$ cat src/rtl/sdram_pkg.sv
// Shared constants and arbiter state encoding for the SDRAM controller front end.
package sdram_pkg;

  localparam int unsigned SDRAM_ADDR_WIDTH  = 25;
  localparam int unsigned SDRAM_DATA_WIDTH  = 16;
  localparam int unsigned SDRAM_BURST_WIDTH = 7;
  localparam int unsigned BURST_MAX         = 64;

  typedef enum logic [1:0] {
    ARB_IDLE  = 2'd0,
    ARB_WRITE = 2'd1,
    ARB_READ  = 2'd2
  } arb_state_e;

endpackage

$ cat src/rtl/sdram_rr_pick.sv
// Combinational round-robin picker: first requester searching upward from last+1 with wrap.
module sdram_rr_pick #(
  parameter int unsigned NUM_PORTS = 2,
  parameter int unsigned IDX_W     = $clog2(NUM_PORTS)
) (
  input  logic [NUM_PORTS-1:0] req,
  input  logic [IDX_W-1:0]     last,
  output logic [NUM_PORTS-1:0] pick,
  output logic [IDX_W-1:0]     pick_idx
);

  int unsigned cand;
  logic        found;

  always_comb begin
    pick     = '0;
    pick_idx = '0;
    found    = 1'b0;
    cand     = 0;
    for (int unsigned k = 1; k <= NUM_PORTS; k++) begin
      cand = (32'(last) + k) % NUM_PORTS;
      if (!found && req[IDX_W'(cand)]) begin
        found                = 1'b1;
        pick[IDX_W'(cand)]   = 1'b1;
        pick_idx             = IDX_W'(cand);
      end
    end
  end

endmodule

$ cat src/rtl/sdram_dbus_arbiter.sv
// Burst-granular round-robin arbiter sharing the SDRAM controller dbus port between Avalon-MM masters.
module sdram_dbus_arbiter
  import sdram_pkg::*;
#(
  parameter int unsigned NUM_PORTS   = 2,
  parameter int unsigned ADDR_WIDTH  = SDRAM_ADDR_WIDTH,
  parameter int unsigned DATA_WIDTH  = SDRAM_DATA_WIDTH,
  parameter int unsigned BURST_WIDTH = SDRAM_BURST_WIDTH
) (
  input  logic                              clk,
  input  logic                              rst,
  input  logic [NUM_PORTS*ADDR_WIDTH-1:0]   m_address,
  input  logic [NUM_PORTS*BURST_WIDTH-1:0]  m_burstcount,
  input  logic [NUM_PORTS-1:0]              m_read,
  input  logic [NUM_PORTS-1:0]              m_write,
  input  logic [NUM_PORTS*DATA_WIDTH-1:0]   m_writedata,
  input  logic [NUM_PORTS*DATA_WIDTH/8-1:0] m_byteenable,
  output logic [NUM_PORTS-1:0]              m_waitrequest,
  output logic [NUM_PORTS-1:0]              m_readdatavalid,
  output logic [DATA_WIDTH-1:0]             m_readdata,
  output logic [ADDR_WIDTH-1:0]             s_address,
  output logic [BURST_WIDTH-1:0]            s_burstcount,
  output logic                              s_read,
  output logic                              s_write,
  output logic [DATA_WIDTH-1:0]             s_writedata,
  output logic [DATA_WIDTH/8-1:0]           s_byteenable,
  input  logic                              s_waitrequest,
  input  logic                              s_readdatavalid,
  input  logic [DATA_WIDTH-1:0]             s_readdata,
  output logic [NUM_PORTS-1:0]              grant
);

  localparam int unsigned IDX_W = $clog2(NUM_PORTS);
  localparam int unsigned BE_W  = DATA_WIDTH / 8;

  arb_state_e             state_q, state_d;
  logic [NUM_PORTS-1:0]   grant_q, grant_d;
  logic [IDX_W-1:0]       last_q, last_d;
  logic [BURST_WIDTH-1:0] beats_q, beats_d;
  logic                   cmd_done_q, cmd_done_d;

  logic [NUM_PORTS-1:0]   req;
  logic [NUM_PORTS-1:0]   pick;
  logic [IDX_W-1:0]       pick_idx;

  logic [ADDR_WIDTH-1:0]  own_addr;
  logic [BURST_WIDTH-1:0] own_bc;
  logic [DATA_WIDTH-1:0]  own_wd;
  logic [BE_W-1:0]        own_be;
  logic                   own_read;
  logic                   own_write;
  logic [BURST_WIDTH-1:0] pick_bc;
  logic                   pick_read;

  assign req = m_read | m_write;

  sdram_rr_pick #(
    .NUM_PORTS (NUM_PORTS),
    .IDX_W     (IDX_W)
  ) u_pick (
    .req      (req),
    .last     (last_q),
    .pick     (pick),
    .pick_idx (pick_idx)
  );

  // last_q doubles as the owner index while a burst is in flight
  always_comb begin
    own_addr  = '0;
    own_bc    = '0;
    own_wd    = '0;
    own_be    = '0;
    own_read  = 1'b0;
    own_write = 1'b0;
    pick_bc   = '0;
    pick_read = 1'b0;
    for (int unsigned i = 0; i < NUM_PORTS; i++) begin
      if (IDX_W'(i) == last_q) begin
        own_addr  = m_address[i*ADDR_WIDTH +: ADDR_WIDTH];
        own_bc    = m_burstcount[i*BURST_WIDTH +: BURST_WIDTH];
        own_wd    = m_writedata[i*DATA_WIDTH +: DATA_WIDTH];
        own_be    = m_byteenable[i*BE_W +: BE_W];
        own_read  = m_read[i];
        own_write = m_write[i];
      end
      if (IDX_W'(i) == pick_idx) begin
        pick_bc   = m_burstcount[i*BURST_WIDTH +: BURST_WIDTH];
        pick_read = m_read[i];
      end
    end
  end

  always_ff @(posedge clk) begin
    if (rst) begin
      state_q    <= ARB_IDLE;
      grant_q    <= '0;
      last_q     <= IDX_W'(NUM_PORTS - 1);
      beats_q    <= '0;
      cmd_done_q <= 1'b0;
    end else begin
      state_q    <= state_d;
      grant_q    <= grant_d;
      last_q     <= last_d;
      beats_q    <= beats_d;
      cmd_done_q <= cmd_done_d;
    end
  end

  // Release is decided on the pre-decrement count so beats never wraps
  always_comb begin
    state_d    = state_q;
    grant_d    = grant_q;
    last_d     = last_q;
    beats_d    = beats_q;
    cmd_done_d = cmd_done_q;
    unique case (state_q)
      ARB_IDLE: begin
        if (|req) begin
          grant_d    = pick;
          last_d     = pick_idx;
          beats_d    = (pick_bc == '0) ? BURST_WIDTH'(1) : pick_bc;
          cmd_done_d = 1'b0;
          state_d    = pick_read ? ARB_READ : ARB_WRITE;
        end
      end
      ARB_WRITE: begin
        if (s_write && !s_waitrequest && (beats_q != '0)) begin
          beats_d = beats_q - BURST_WIDTH'(1);
          if (beats_q == BURST_WIDTH'(1)) begin
            state_d = ARB_IDLE;
            grant_d = '0;
          end
        end
      end
      ARB_READ: begin
        if (s_read && !s_waitrequest) begin
          cmd_done_d = 1'b1;
        end
        if (s_readdatavalid && (beats_q != '0)) begin
          beats_d = beats_q - BURST_WIDTH'(1);
          if (beats_q == BURST_WIDTH'(1)) begin
            state_d = ARB_IDLE;
            grant_d = '0;
          end
        end
      end
      default: begin
        state_d = ARB_IDLE;
        grant_d = '0;
      end
    endcase
  end

  // Command forwarding to the controller and per-master stall/strobe steering
  always_comb begin
    s_address       = own_addr;
    s_burstcount    = own_bc;
    s_writedata     = own_wd;
    s_byteenable    = own_be;
    s_read          = 1'b0;
    s_write         = 1'b0;
    m_waitrequest   = '1;
    m_readdatavalid = '0;
    case (state_q)
      ARB_WRITE: begin
        s_write       = own_write;
        m_waitrequest = ~grant_q | {NUM_PORTS{s_waitrequest}};
      end
      ARB_READ: begin
        s_read          = own_read & ~cmd_done_q;
        m_readdatavalid = {NUM_PORTS{s_readdatavalid}} & grant_q;
        if (!cmd_done_q) begin
          m_waitrequest = ~grant_q | {NUM_PORTS{s_waitrequest}};
        end
      end
      default: ;
    endcase
  end

  assign m_readdata = s_readdata;
  assign grant      = grant_q;

endmodule

$ cat config.mk
export PLATFORM = sky130hd
export DESIGN_NAME = sdram_dbus_arbiter
export DESIGN_NICKNAME = d
export VERILOG_FILES = /design/src/rtl/sdram_pkg.sv /design/src/rtl/sdram_rr_pick.sv /design/src/rtl/sdram_dbus_arbiter.sv
export SDC_FILE = /design/constraint.sdc
export NUM_CORES = 1
export LEC_CHECK = 0
export ABC_AREA = 1
export BUFFER_PORTS_ARGS = -buffer_cell sky130_fd_sc_hd__buf_4
export CAP_MARGIN = 20
export CORE_AREA = 3 3 75 77
export DETAILED_ROUTE_END_ITERATION = 7
export DIE_AREA = 0 0 78 80
export GPL_TIMING_DRIVEN = 1
export PLACE_DENSITY = 0.82
export RECOVER_POWER = 25
export REMOVE_ABC_BUFFERS = 1
export SLEW_MARGIN = 10
export SYNTH_ARGS = -nofsm -noshare
export SYNTH_HDL_FRONTEND = slang
export SYNTH_SLANG_ARGS = --single-unit
$ cat constraint.sdc
create_clock -name clk -period 3.67 [get_ports clk]
set_clock_uncertainty 0.05 [all_clocks]
set_input_delay 0.1835 -clock clk [delete_from_list [all_inputs] [get_ports clk]]
set_output_delay 0.1835 -clock clk [all_outputs]
set_load 0.005 [all_outputs]
* Yosys cells after proc, flatten, opt, wreduce, memory -nomap -nowiden
Cells that the tools add are included.
** Word-level totals
- Bits in registers :: 13
- Latch bits :: 0
- Memory bits (writable) :: 0
- ROM bits :: 0
- Input port bits :: 124
- Word-level logic and storage cells :: 90
- Memories :: 0
** Operators by class
- Add/subtract/negate cells :: 3
- $mul :: 0
- Div/mod/pow operators :: 0
- Magnitude comparators :: 4
- Equality and inequality tests :: 7
- Shifts and indexed selects :: 0
- Multiplexer cells :: 45
- Bitwise operators :: 7
- Reduce and logical (&&, ||, !) cells :: 19
** Operator list (number)
- 7-bit two-way mux :: 6
- 2-bit two-way mux :: 14
- 25-bit two-way mux :: 1
- 7-bit one-hot mux with 3 select lines :: 1
- 1-bit two-way mux :: 16
- 16-bit two-way mux :: 1
- 2-bit one-hot mux with 3 select lines :: 2
- 2-bit inequality test, second input constant :: 4
- 7-bit by 1-bit equality test with 1-bit output, second input constant :: 1
- 1-bit logical AND :: 7
- 7-bit zero test :: 1
- 7-bit nonzero test :: 1
- 7-bit by 1-bit subtractor with 7-bit output, second input constant :: 1
- 2-bit OR :: 3
- 3-bit AND reduction :: 2
- 1-bit by 2-bit < comparator with 1-bit output, second input constant :: 2
- 2-bit one-hot mux with 2 select lines :: 1
- 4-bit AND reduction :: 1
- 3-bit nonzero test :: 1
- 1-bit adder, second input constant :: 2
- 2-bit AND :: 1
- 1-bit demux with 1-bit select :: 2
- 2-bit by 1-bit equality test with 1-bit output, second input constant :: 1
- 2-bit equality test, second input constant :: 1
- other kinds (10) :: 12

* Longest topological paths before layout
- Depth after elaboration :: 12
- Mapped depth :: 12
- Mapped depth without buffers :: 11

* Hierarchy
Synthesis repeated with hierarchy kept, for this count alone.
** Unflattened totals
- Cell total of the unflattened synthesis :: 369
- Area total of the unflattened synthesis :: 1866.8 µm²
** Modules (own cells, without submodules)
- sdram_dbus_arbiter :: times used 1, cells each 363, area an instance 1841.8 µm², sequential area each 260.2 µm²
- sdram_rr_pick :: times used 1, cells each 6, area an instance 25.0 µm², sequential area each 0.0 µm²

* Worst setup path before layout
OpenSTA, ideal clock, no wires.
- Path kind :: reg-to-reg
- From :: reg state_q[0]
- To :: reg beats_q[4]
- Library setup time :: 0.119 ns
- Arrival :: 1.457 ns
- Path slack :: 2.044 ns
- Cell stages (with the launch flop) :: 12
- Path buffers :: 1
- Cells stage by stage :: dfxtp_1 inv_1 ha_1 inv_2 nand2_1 nand3_1 nor2_1 nor2_2 nand3b_2 buf_6 a211oi_1 nor2_1
** Between the ends
- Word-level cells in the longest chain between the ends :: 6
- Elaborated cells on any way between the ends :: 12
- Those cells by class :: 5 x eq/ne; 2 x mux; 5 x reduce/logical
** RTL lines
- from (decl) :: line sdram_dbus_arbiter.sv:36 : arb_state_e state_q, state_d;
- from (signal assigned) :: line sdram_dbus_arbiter.sv:101 : state_q <= state_d;
- 2-bit by 1-bit equality test with 1-bit output :: line sdram_dbus_arbiter.sv:116, sdram_dbus_arbiter.sv:164
- 1-bit two-way mux :: line sdram_dbus_arbiter.sv:164 : case (state_q)
- 1-bit logical AND (2 in series) :: line sdram_dbus_arbiter.sv:127 : if (s_write && !s_waitrequest && (beats_q != '0)) begin
- 2-bit inequality test (no source line)
- 4-bit AND reduction (no source line)
- to (signal assigned) :: line sdram_dbus_arbiter.sv:104 : beats_q <= beats_d;
- to (decl) :: line sdram_dbus_arbiter.sv:39 : logic [BURST_WIDTH-1:0] beats_q, beats_d;
Several ways; a longest one is shown, not always the timed one.
A chain may end at the register's enable or synchronous reset.

* Worst setup path in the final report
- From :: reg state_q[0]
- To :: out m_waitrequest[1]
** Between the ends
- Word-level cells in the longest chain between the ends :: 2
- Elaborated cells on any way between the ends :: 3
- Those cells by class :: 2 x eq/ne; 1 x mux
** RTL lines
- 2-bit equality test or 2-bit by 1-bit equality test with 1-bit output (tied branches) :: line sdram_dbus_arbiter.sv:164
- 2-bit one-hot mux with 2 select lines * :: line sdram_dbus_arbiter.sv:164
- to (decl) :: line sdram_dbus_arbiter.sv:18 : output logic [NUM_PORTS-1:0] m_waitrequest,
Mark *: on every way between the ends. The rest lies on a longest branch, timed or not.

==> summary.txt <==
Power and ir drop
  • Final Power: around 1.9 mW
  • PwrDens: approximately 620 mW/mm²
  • Max VDD drop: roughly 370 µV
  • Static leakage: 1.783 nW

Placement
  • Routability cong.: between 0.9 and 1
  • IO buf count: about 170
  • Placed Instances: between 500 and 600
  • Final HPWL DP: between 7 and 8 mm

Floorplanning
  • Starting density of the core: 0.3545
  • FP Rows: 26
  • Area of the core: 0.005075 mm²
  • Chip width: approximately 80 µm
  • Die Y-Extent: 80 µm
  • Ports: a little under 200
  • Area of the die: between 0.006 and 0.007 mm²

Synthesis
  • Ys flop type: dfxtp_1
  • Cell Area, Synth: ~0.0018 mm²
  • Post-synth top area cell: nand2_1
  • Post-synth EDFFs: 0
  • Register area share after synthesis: 0.1446
  • Unique masters post-synth: 32
  • Yosys reg bits: 13
  • Share of the synthesized area in the top cell type: 0.3860
  • Synth area leaders: nand2_1 39%, dfxtp_1 14%, buf_4 7.1%
  • Yosys warning total: 0
  • Syn Area/Cell: 5.230 µm²
  • Fraction of registers with async set or reset after synthesis: 0
  • Top cells by count, synth: 185 x nand2_1, 18 x inv_1, 18 x o21ai_0, 17 x buf_4, 15 x nand3_1
  • Top-count cell post-synth: nand2_1
  • Syn Inst Count: around 340

GRT
  • Grt total ovfl: 0
  • Vias in the first global route: 2515
  • Largest net degree at the start of global routing: 57
  • First-pass GRT wire length: 13.46 mm
  • GR Util All Layers: 0.2888
  • Initial antenna violation count: 0

Clocking
  • Cells resized by post-CTS repair: 0
  • Clock Tree Root: clkbuf_8
  • Clock sinks: 13
  • Post-CTS setup buffer count: 0
  • CTS buffer count: 3
  • Clock Path Buffers: 2
  • CTS HTree Levels: 1
  • CTS tree: done
  • Worst-path clk slew: ~0.050 ns
  • Clk_lat worst skew: 0.25 ns
  • Hold_buf cts: 0

Drt
  • Drt wl/cell: between 15 and 20 µm
  • DRC: 0
  • DR iter-0 viols: 159
  • Post-route ant nets: 0
  • Total wire length: slightly above 9 mm
  • Vias: around 2600
  • First-pass DRT Iterations: 4
  • Vias per inst: ~4.7

Final layout
  • Fin cells: 556
  • Share of cells above drive strength 1: 0.3827
  • Area delta synth->final: 66.83%
  • Nets: 618
  • Antenna Cells: 0

STA
  • Final slew viol count: 0
  • Worst Tran Pin Value: around 0.81 ns
  • Fin. Hold Viols: 0
  • Max-Slew Margin vs Limit: 0.4579
  • RSZ-0062 raised after global routing: no
  • Min Clock Period, post-route: ~2.2 ns
  • Tcrit/Tclk final: 0.5887
  • # setup viols final: 0
  • Peak Freq: 462.8 MHz
  • Post-Route Setup TNS: 0 ns

Worst hold path
  • HP Class: in -> reg

Setup path
  • Setup crit start kind: flip-flop
  • Critical path, cell by cell: inv_1 -> ha_1 -> clkinv_1 -> a21oi_1 -> nand2_1 -> buf_4
  • Crit Path Class: reg -> out
  • CP peak stage delay: ~0.44 ns
  • Critical Path Fanout Max: 10
  • Top delay family on crit path: buffers and inverters
  • CP Capture Type: primary output
  • Slowest cell on the critical path: ha_1
  • Arr. time, crit path: 1.93 ns
  • CP Buf/Inv Count: 3
  • WP data required: about 3.4 ns

Run
  • Max-cap violations: 0

Run status
  • Status: finished, final reports clean
[cell type report]
| type | instances | area, µm² |
|---|---|---|
| Tap cell | 70 | 87.58 |
| Clock buffer | 4 | 45.04 |
| Timing Repair Buffer | 166 | 1246 |
| Sequential cell | 13 | 261.5 |
| Multi-Input combinational cell | 279 | 1271 |
| Fill cell | 553 | 2073 |
| Inverter | 24 | 90.09 |
[cell usage in the layout (no fill, tap or decap), drive strengths merged]
master	count
nor3b	1
ha	7
o21ai	22
nor3	4
nand2	188
buf	163
clkbuf	7
inv	23
xor2	1
nand3b	1
a211oi	3
nand3	16
clkinv	1
a31o	1
a21oi	14
dfxtp	13
nor2	17
and3	1
xnor2	3
[layer usage]
| metal | part of all wire | track usage |
|---|---|---|
| met3 | 0.16 | 0.1716 |
| met1 | 0.35 | 0.2917 |
| met2 | 0.44 | 0.4675 |
| met4 | 0.051 | 0.1538 |
| met5 | 0 | 0 |
[where the power goes]
part | switching (mW) | internal, mW
clock | 0.0560 | 0.0770
combinational | 0.828 | 0.654
sequential | 0.0458 | 0.199
[metrics by stage]
stage,worst slack (ns),cell area [µm²],utilization,hold WS [ns]
floorplan,0.9348,1622,-,0.1959
global placement,1.670,2957,0.5826,0.3176
detailed placement,1.606,2957,0.5826,0.3176
CTS,1.496,3002,0.5915,0.07953
global route,1.341,3002,0.5915,0.08396
finish,1.509,3002,0.5915,0.09052
[cell families (layout without fill, tap and decap cells)]
| family | Yosys count | in the layout | synth area share |
|---|---|---|---|
| xor+xnor | 4 | 4 | 0.01948 |
| flops | 13 | 13 | 0.1446 |
| buf+inv | 52 | 194 | 0.1488 |
| compound gates | 40 | 40 | 0.1245 |
| fa+ha+maj | 7 | 7 | 0.04868 |
| simple gates | 228 | 228 | 0.5139 |
[registers in the layout, summed over array words and instances, names as in the netlist]
register,flops
cmd_done_q,1
grant,2
state_q,2
last_q,1
beats_q,7
[worst paths after layout]
path	to	slack, ns	from	cells past startpoint
worst max register to register	beats_q[5]$_SDFFE_PP0P_	1.58	last_q$_SDFFE_PP1P_	7
worst min register to register	cmd_done_q$_SDFFE_PP0P_	0.45	cmd_done_q$_SDFFE_PP0P_	2
worst max-delay path	m_waitrequest[1]	1.51	state_q[0]$_SDFFE_PP0P_	6
worst min-delay path	beats_q[0]$_SDFFE_PP0P_	0.09	rst	2
No activity file was read; power rests on OpenSTA's default activity.
